### src/rtl/vga_pattern_gen.sv
// Test-pattern generator that sits behind the VGA sync generator: recovers x/y from sync edges,
// emits 12-bit RGB plus data-enable, and re-times hsyn/vsyn so everything leaves aligned 2 clocks later.
module vga_pattern_gen #(
    parameter int H_ACTIVE = 640,
    parameter int V_ACTIVE = 480,
    parameter int BAR_W    = 80,
    parameter int CNT_W    = 10
) (
    input  logic        clk,
    input  logic        greset,
    input  logic        hsyn,
    input  logic        vsyn,
    input  logic [1:0]  mode,
    input  logic [11:0] solid_rgb,
    output logic        hsyn_o,
    output logic        vsyn_o,
    output logic        de,
    output logic [11:0] rgb,
    output logic        locked
);
    localparam logic [CNT_W-1:0] CNT_MAX = {CNT_W{1'b1}};
    localparam logic [CNT_W-1:0] H_LIM   = CNT_W'(H_ACTIVE);
    localparam logic [CNT_W-1:0] V_LIM   = CNT_W'(V_ACTIVE);

    logic             hs_q, hs_d, vs_q, vs_d;
    logic             hs_o_q, hs_o_d, vs_o_q, vs_o_d;
    logic [CNT_W-1:0] x_q, x_d, y_q, y_d;
    logic             arm_q, arm_d;
    logic [1:0]       mode_q, mode_d;
    logic [11:0]      solid_q, solid_d;
    logic             seen_q, seen_d;
    logic             locked_q, locked_d;
    logic             de_q, de_d;
    logic [11:0]      rgb_q, rgb_d;

    logic             h_rise, v_rise, arm_now, active;
    logic [2:0]       bar_idx;
    logic [11:0]      bar_rgb, pat_rgb;

    always_comb begin
        hs_d   = hsyn;
        vs_d   = vsyn;
        hs_o_d = hs_q;
        vs_o_d = vs_q;

        // The output-stage sync flops double as the "previous sample" for edge detection.
        h_rise = hs_q & ~hs_o_q;
        v_rise = vs_q & ~vs_o_q;

        x_d = h_rise ? '0 : ((x_q == CNT_MAX) ? x_q : x_q + 1'b1);

        arm_now = arm_q | v_rise;
        arm_d   = arm_now;
        y_d     = y_q;
        if (h_rise) begin
            arm_d = 1'b0;
            y_d   = arm_now ? '0 : ((y_q == CNT_MAX) ? y_q : y_q + 1'b1);
        end

        mode_d  = v_rise ? mode      : mode_q;
        solid_d = v_rise ? solid_rgb : solid_q;

        seen_d   = seen_q;
        locked_d = locked_q;
        if (x_d == CNT_MAX) begin
            locked_d = 1'b0;
            seen_d   = 1'b0;
        end else if (v_rise && !locked_q) begin
            if (seen_q) locked_d = 1'b1;
            else        seen_d   = 1'b1;
        end

        bar_idx = 3'd0;
        for (int i = 1; i < 8; i++) begin
            if (x_d >= CNT_W'(BAR_W * i)) bar_idx = 3'(i);
        end
        case (bar_idx)
            3'd0:    bar_rgb = 12'hFFF;
            3'd1:    bar_rgb = 12'hFF0;
            3'd2:    bar_rgb = 12'h0FF;
            3'd3:    bar_rgb = 12'h0F0;
            3'd4:    bar_rgb = 12'hF0F;
            3'd5:    bar_rgb = 12'hF00;
            3'd6:    bar_rgb = 12'h00F;
            default: bar_rgb = 12'h000;
        endcase

        case (mode_d)
            2'd0:    pat_rgb = bar_rgb;
            2'd1:    pat_rgb = (x_d[5] ^ y_d[5]) ? 12'hFFF : 12'h000;
            2'd2:    pat_rgb = {x_d[9:6], y_d[8:5], 4'h0};
            default: pat_rgb = solid_d;
        endcase

        active = (x_d < H_LIM) && (y_d < V_LIM) && locked_d;
        de_d   = active;
        rgb_d  = active ? pat_rgb : 12'h000;
    end

    always_ff @(posedge clk) begin
        if (greset) begin
            hs_q     <= 1'b0;
            vs_q     <= 1'b0;
            hs_o_q   <= 1'b0;
            vs_o_q   <= 1'b0;
            x_q      <= '0;
            y_q      <= '0;
            arm_q    <= 1'b0;
            mode_q   <= 2'd0;
            solid_q  <= 12'h000;
            seen_q   <= 1'b0;
            locked_q <= 1'b0;
            de_q     <= 1'b0;
            rgb_q    <= 12'h000;
        end else begin
            hs_q     <= hs_d;
            vs_q     <= vs_d;
            hs_o_q   <= hs_o_d;
            vs_o_q   <= vs_o_d;
            x_q      <= x_d;
            y_q      <= y_d;
            arm_q    <= arm_d;
            mode_q   <= mode_d;
            solid_q  <= solid_d;
            seen_q   <= seen_d;
            locked_q <= locked_d;
            de_q     <= de_d;
            rgb_q    <= rgb_d;
        end
    end

    assign hsyn_o = hs_o_q;
    assign vsyn_o = vs_o_q;
    assign de     = de_q;
    assign rgb    = rgb_q;
    assign locked = locked_q;
endmodule

### config.mk
export PLATFORM = sky130hd
export DESIGN_NAME = vga_pattern_gen
export DESIGN_NICKNAME = d
export VERILOG_FILES = /design/src/rtl/vga_pattern_gen.sv
export SDC_FILE = /design/constraint.sdc
export NUM_CORES = 1
export LEC_CHECK = 0
export ABC_AREA = 1
export CORE_ASPECT_RATIO = 1.2
export CORE_MARGIN = 2
export CORE_UTILIZATION = 51
export DETAILED_ROUTE_END_ITERATION = 8
export PLACE_DENSITY = 0.74
export SKIP_CTS_REPAIR_TIMING = 1
export SKIP_LAST_GASP = 1
export SYNTH_ARGS = -nofsm -noshare
export SYNTH_HDL_FRONTEND = slang
export SYNTH_SLANG_ARGS = --single-unit
### constraint.sdc
create_clock -name clk -period 6.19 [get_ports clk]
set_input_delay 0.9285 -clock clk [delete_from_list [all_inputs] [get_ports clk]]
set_output_delay 0.9285 -clock clk [all_outputs]
set_load 0.05 [all_outputs]
* Yosys cells after proc, flatten, opt, wreduce, memory -nomap -nowiden
Index checks and enable logic that the tools add are counted.
** Storage, ports and cells
- Flip-flop bits (word level) :: 54
- Word-level logic and storage cells :: 71
- Bits of input ports :: 18
** Cells by class
- $add $sub $neg :: 2
- Bitwise gates (word level) :: 7
- Equality and inequality tests :: 11
- Reductions and logical operators :: 9
- Order comparisons :: 9
- Mux-type cells :: 20
** Operators by type and width (number)
- one-hot mux 12 bit (7 select lines) :: 1
- two-way mux 10 bit :: 5
- one-hot mux 12 bit (3 select lines) :: 1
- == test 10 bit, second input constant :: 3
- >= comparator 10 x 9 -> 1 bit, second input constant :: 3
- two-way mux 12 bit :: 2
- adder 10 x 1 -> 10 bit, second input constant :: 2
- >= comparator 10 x 8 -> 1 bit, second input constant :: 2
- two-way mux 3 bit :: 6
- >= comparator 10 bit, second input constant :: 1
- >= comparator 10 x 7 -> 1 bit, second input constant :: 1
- < comparator 10 bit, second input constant :: 1
- < comparator 10 x 9 -> 1 bit, second input constant :: 1
- == test 3 bit, second input constant :: 3
- == test 3 x 2 -> 1 bit, second input constant :: 2
- OR reduction 2 bit :: 3
- two-way mux 1 bit :: 4
- == test 3 x 1 -> 1 bit, second input constant :: 1
- logical AND 1 bit :: 3
- logical NOT 3 bit :: 1
- NOT 1 bit :: 3
- bitwise AND 1 bit :: 2
- == test 2 x 1 -> 1 bit, second input constant :: 1
- == test 2 bit, second input constant :: 1
- other kinds (5) :: 5

* Longest topological paths before layout
- Depth after elaboration :: 14
- Depth in mapped cells :: 19
- Mapped depth without buffers :: 19

* Least setup slack after synthesis
No wires, ideal clock.
- Kind :: register to register
- Start :: register vs_o_q, in the netlist vsyn_o
- End :: register rgb_q[4], in the netlist rgb[4]
- Period minus slack after synthesis :: 1.998 ns
- Cell stages (with the launch flop) :: 10
- Setup slack :: 4.192 ns
- Buffers on the path :: 1
- Library setup time :: 0.118 ns
- Data arrival time :: 1.880 ns
- Data required time :: 6.072 ns
- Path through :: dfxtp_1 nor2_4 or2_2 o21ai_1 nor2_1 inv_1 clkbuf_1 nor2_1 nor3_1 nor2_2
** Between the ends
- Word-level cells in the longest chain between the ends :: 10
** Ends and longest elaborated chain
- from (decl) :: line 26 : logic hs_o_q, hs_o_d, vs_o_q, vs_o_d;
- from (signal assigned) :: line 119 : vs_o_q <= vs_o_d;
- NOT 1 bit (*) :: line 48 : v_rise = vs_q & ~vs_o_q;
- bitwise AND 1 bit (*) :: line 48
- bitwise OR 1 bit :: line 52 : arm_now = arm_q | v_rise;
- two-way mux 10 bit :: line 57 : y_d = arm_now ? '0 : ((y_q == CNT_MAX) ? y_q : y_q + 1'b1);
- two-way mux 10 bit :: line 55 : if (h_rise) begin
- < comparator 10 x 9 -> 1 bit :: line 95 : active = (x_d < H_LIM) && (y_d < V_LIM) && locked_d;
- logical AND 1 bit (2 in a row) :: line 95
- NOT 1 bit (no source line)
- OR reduction 2 bit (no source line)
- to (signal assigned) :: line 128 : rgb_q <= rgb_d;
- to (decl) :: line 34 : logic [11:0] rgb_q, rgb_d;
Mark *: on every way between the ends. The rest lies on a longest branch, timed or not.
A chain may end at the register's enable or synchronous reset.

* Worst setup path in the final report
- Start :: register x_q[0]
- End :: register rgb_q[3], in the netlist rgb[3]
** Between the ends
- Word-level cells in the longest chain between the ends :: 14
** Ends and longest elaborated chain
- from (decl) :: line 27 : logic [CNT_W-1:0] x_q, x_d, y_q, y_d;
- from (signal assigned) :: line 106 : x_q <= '0;
- from (signal assigned) :: line 120 : x_q <= x_d;
- adder 10 x 1 -> 10 bit / == test 10 bit (equally long branches) :: line 50 : x_d = h_rise ? '0 : ((x_q == CNT_MAX) ? x_q : x_q + 1'b1);
- two-way mux 10 bit (*) (2 in a row) :: line 50
- >= comparator 10 x 7 -> 1 bit :: line 75 : if (x_d >= CNT_W'(BAR_W * i)) bar_idx = 3'(i);
- two-way mux 1 bit :: line 75
- two-way mux 3 bit (6 in a row) :: line 75
- == test 3 bit (tied with other cells) :: line 77 : case (bar_idx)
- one-hot mux 12 bit (7 select lines) :: line 77
- one-hot mux 12 bit (3 select lines) :: line 88 : case (mode_d)
Marked as above.

==> run_results.csv <==
group,metric,value,unit
cells_and_area,finalInstanceArea,3270,sq um
routing,firstDrtPassIters,4,
grt,gr-total-overflow,0,
worst_setup_path,crit_path_start_kind,"register",
yosys,synthDistinctLibCells,38,
yosys,ys.flop_type,"dfxtp_1",
sta,setup_viol,0,
grt,first_global_vias,2247,
yosys,synth_top_area_share,39.1,%
floorplanning,start_util,52.6,%
yosys,seq_area_frac_synth,39.1,%
worst_hold_path,worstHoldStart,"seen_q",
floorplanning,dieWidth,71.2,um
placed_design,detailedPlace.worstSlack,3660,ps
grt,grt_max_degree,36,
job,maxCapViolations,0,
cells_and_area,multi_input_area,1410,sq um
routing,drt_wl_total,5700,um
clock_tree,cts_tree,"done",
worst_setup_path,worstSetupEndpointType,"register",
pwr,switchingPower,0.163,mW
clock_tree,clock_sink_count,54,
yosys,synth_common_cells,"75 x nand2_1, 54 x dfxtp_1, 51 x nor2_1",
placed_design,dpl_cell_area,3130,sq um
routing,wire_per_inst,12.1,um
pwr,p_comb_share,11.2,%
clock_tree,clockBufferDepth,2,
grt,grt_pass1_wl,10000,um
floorplanning,fp.coreArea,5260,sq um
worst_setup_path,reg2reg_slack,3730,ps
pwr,max-vdd-ir-drop,0.206,mV
yosys,yosysMostFrequentCell,"nand2_1",
sta,tns,0,ps
worst_setup_path,cp_max_fo,11,
placed_design,place.gp.congestion,0.824,
grt,antenna_found_initial,0,
placed_design,dp_cells,463,
pwr,p_int,0.563,mW
cells_and_area,final_net_count,428,
clock_tree,clk_latency,300,ps
sta,hold_slack,454,ps
pwr,power.density,222,nW/um^2
sta,period_minus_slack,2460,ps
routing,dr_total_vias,2396,
clock_tree,path_clk_slew,90,ps
worst_setup_path,crit_type,"reg -> reg",
sta,slew_viol_final,0,
yosys,synth_cells,376,
yosys,synth_top_cell_by_area,"dfxtp_1",
pwr,seq_power_share,50.0,%
worst_hold_path,hold_path_end,"seen_q",
pwr,p_sw_share,22.4,%
yosys,synth_edf_count,0,
floorplanning,die_y,84.7,um
worst_hold_path,holdCritPathClass,"reg -> reg",
sta,slew_headroom,57.8,%
clock_tree,cts_root_buffer,"clkbuf_8",
clock_tree,htreeDepth,2,
pwr,power.leakage,1.51,nW
routing,viasPerCell,5.09,
worst_setup_path,required,6400,ps
worst_hold_path,whs_path_depth,2,
worst_setup_path,reg2reg_to,"rgb[3]",
routing,drcViolationCount,0,
cells_and_area,regArea,1080,sq um
yosys,syn_area,2770,sq um
yosys,synth-seq-cells,54,
routing,drtIter0Drc,95,
sta,worst_pin_slew,632,ps
cells_and_area,stdcell_count,471,
yosys,synth-async-reset-ratio,0,%
yosys,yosys_warnings,0,
routing,ant_nets,0,
floorplanning,die_area,6030,sq um
cells_and_area,synthToLayoutAreaGrowth,18.3,%
pwr,clkPwrFrac,38.8,%
run_status,status,"completed",
sta,finalCritPeriodShare,39.7,%
floorplanning,rows,29,
cells_and_area,nFillCells,455,
cells_and_area,diodes,0,
sta,rsz0062_at_grt,"false",
yosys,syn_avg_cell_area,7.35,sq um
cells_and_area,drive_above_1_share,14.9,%
worst_setup_path,r2r_start,"x_q[0]",
worst_setup_path,ff2ff_path_depth,16,
sta,fmax,407,MHz
placed_design,dp_hpwl,4200,um
sta,skew,4.45,ps
yosys,synth_area_leaders,"dfxtp_1 39%, nand2_1 10%, nor2_1 6.9%",
placed_design,io_buffers,33,
clock_tree,cts_buffers,5,
floorplanning,io_pins,34,
sta,finalHoldViolCount,0,
sta,fin_ws,3730,ps
worst_setup_path,worst_ep_arrival_time,2670,ps
yosys,syn_nets,396,
grt,grtUsageTotal,20.4,%
[kinds of logic after synthesis]
group	after synthesis	share of synthesized area [%]
flops	54	39.1
compound gates	33	7.29
fa+ha+maj	2	0.905
xor+xnor	1	0.317
buf+inv	68	9.95
mux	12	4.34
simple gates	206	38.1
[power groups by stage]
stage,clock (mW),sequential [mW],combinational [mW]
final,0.281,0.363,0.0814
after global routing,0.301,0.364,0.0900
after CTS,0.288,0.363,0.0820
after detailed placement,0,0.371,0.0814
after global placement,0,0.371,0.0802
after floorplan,0,0.379,0.0469
[per-layer routing]
| metal | part of all wire [%] | GRT usage (%) |
|---|---|---|
| met5 | 0 | 0 |
| met4 | 1.7 | 7.03 |
| met3 | 3.1 | 3.00 |
| met2 | 50 | 35.6 |
| met1 | 45 | 25.4 |
[worst max-delay path, cell delays in order, from the launching register on]
cell and delay (ps):
dfxtp_1 440, ha_1 200, nand2_1 120, nor2_4 160, nand3_2 250, nand3_1 200
nand2_1 180, nor3_2 260, nor2_1 60, nand2_1 60, nand2_1 50, nand2_1 50
nand2_1 60, nand2_2 90, nand3_1 80, nand2_1 70, inv_1 30
[registers in the layout, summed over array words and instances, names as in the netlist]
name	count
seen_q	1
vs_o_d	1
hs_o_d	1
locked	1
mode_q	2
vsyn_o	1
rgb	12
y_q	10
x_q	10
hsyn_o	1
solid_q	12
arm_q	1
de	1
[layout by cell type (no fill, tap or decap), types with 2 or more instances in the layout]
cell             instances
a21oi_1                  8
o21ai_0                  8
nand4_1                  5
ha_1                     2
nand3_1                 18
nand3_2                 11
bufinv_16                2
nor2_2                   4
nand2_1                 75
o21ai_1                  7
nand2_2                 10
or2_2                    5
dfxtp_1                 54
inv_1                   49
nor3_2                   2
mux2i_1                 12
clkdlybuf4s50_1         33
nor3_1                  11
o2111ai_1                4
clkbuf_8                 6
nand3b_1                 2
nor2_4                   6
inv_2                    9
nor2_1                  51
[area by class of cell]
cell class	instances	area share (%)
clock buffer	6	2.52
sequential	54	33.0
tap	62	2.37
multi-input combinational	254	43.1
inverter	59	6.85
timing repair buffer	34	10.3
clock inverter	2	1.84
[worst max path at each step]
stage	cells past startpoint	startpoint	endpoint	slack, ps
floorplan	9	vsyn_o	rgb[4]	4190
global placement	8	mode[0]	rgb[7]	3700
detailed placement	8	mode[0]	rgb[7]	3660
CTS	16	x_q[0]	rgb[3]	3720
global route	18	x_q[0]	rgb[3]	3460
finish	16	x_q[0]	rgb[3]	3730
[stage by stage]
stage	total power, mW	utilization, %
2_1_floorplan	0.426	-
3_3_place_gp	0.451	59.5
3_5_place_dp	0.452	59.5
4_1_cts	0.733	62.2
5_1_grt	0.755	62.2
6_report	0.725	62.2
Note: power is estimated with default switching activity, not from simulation.
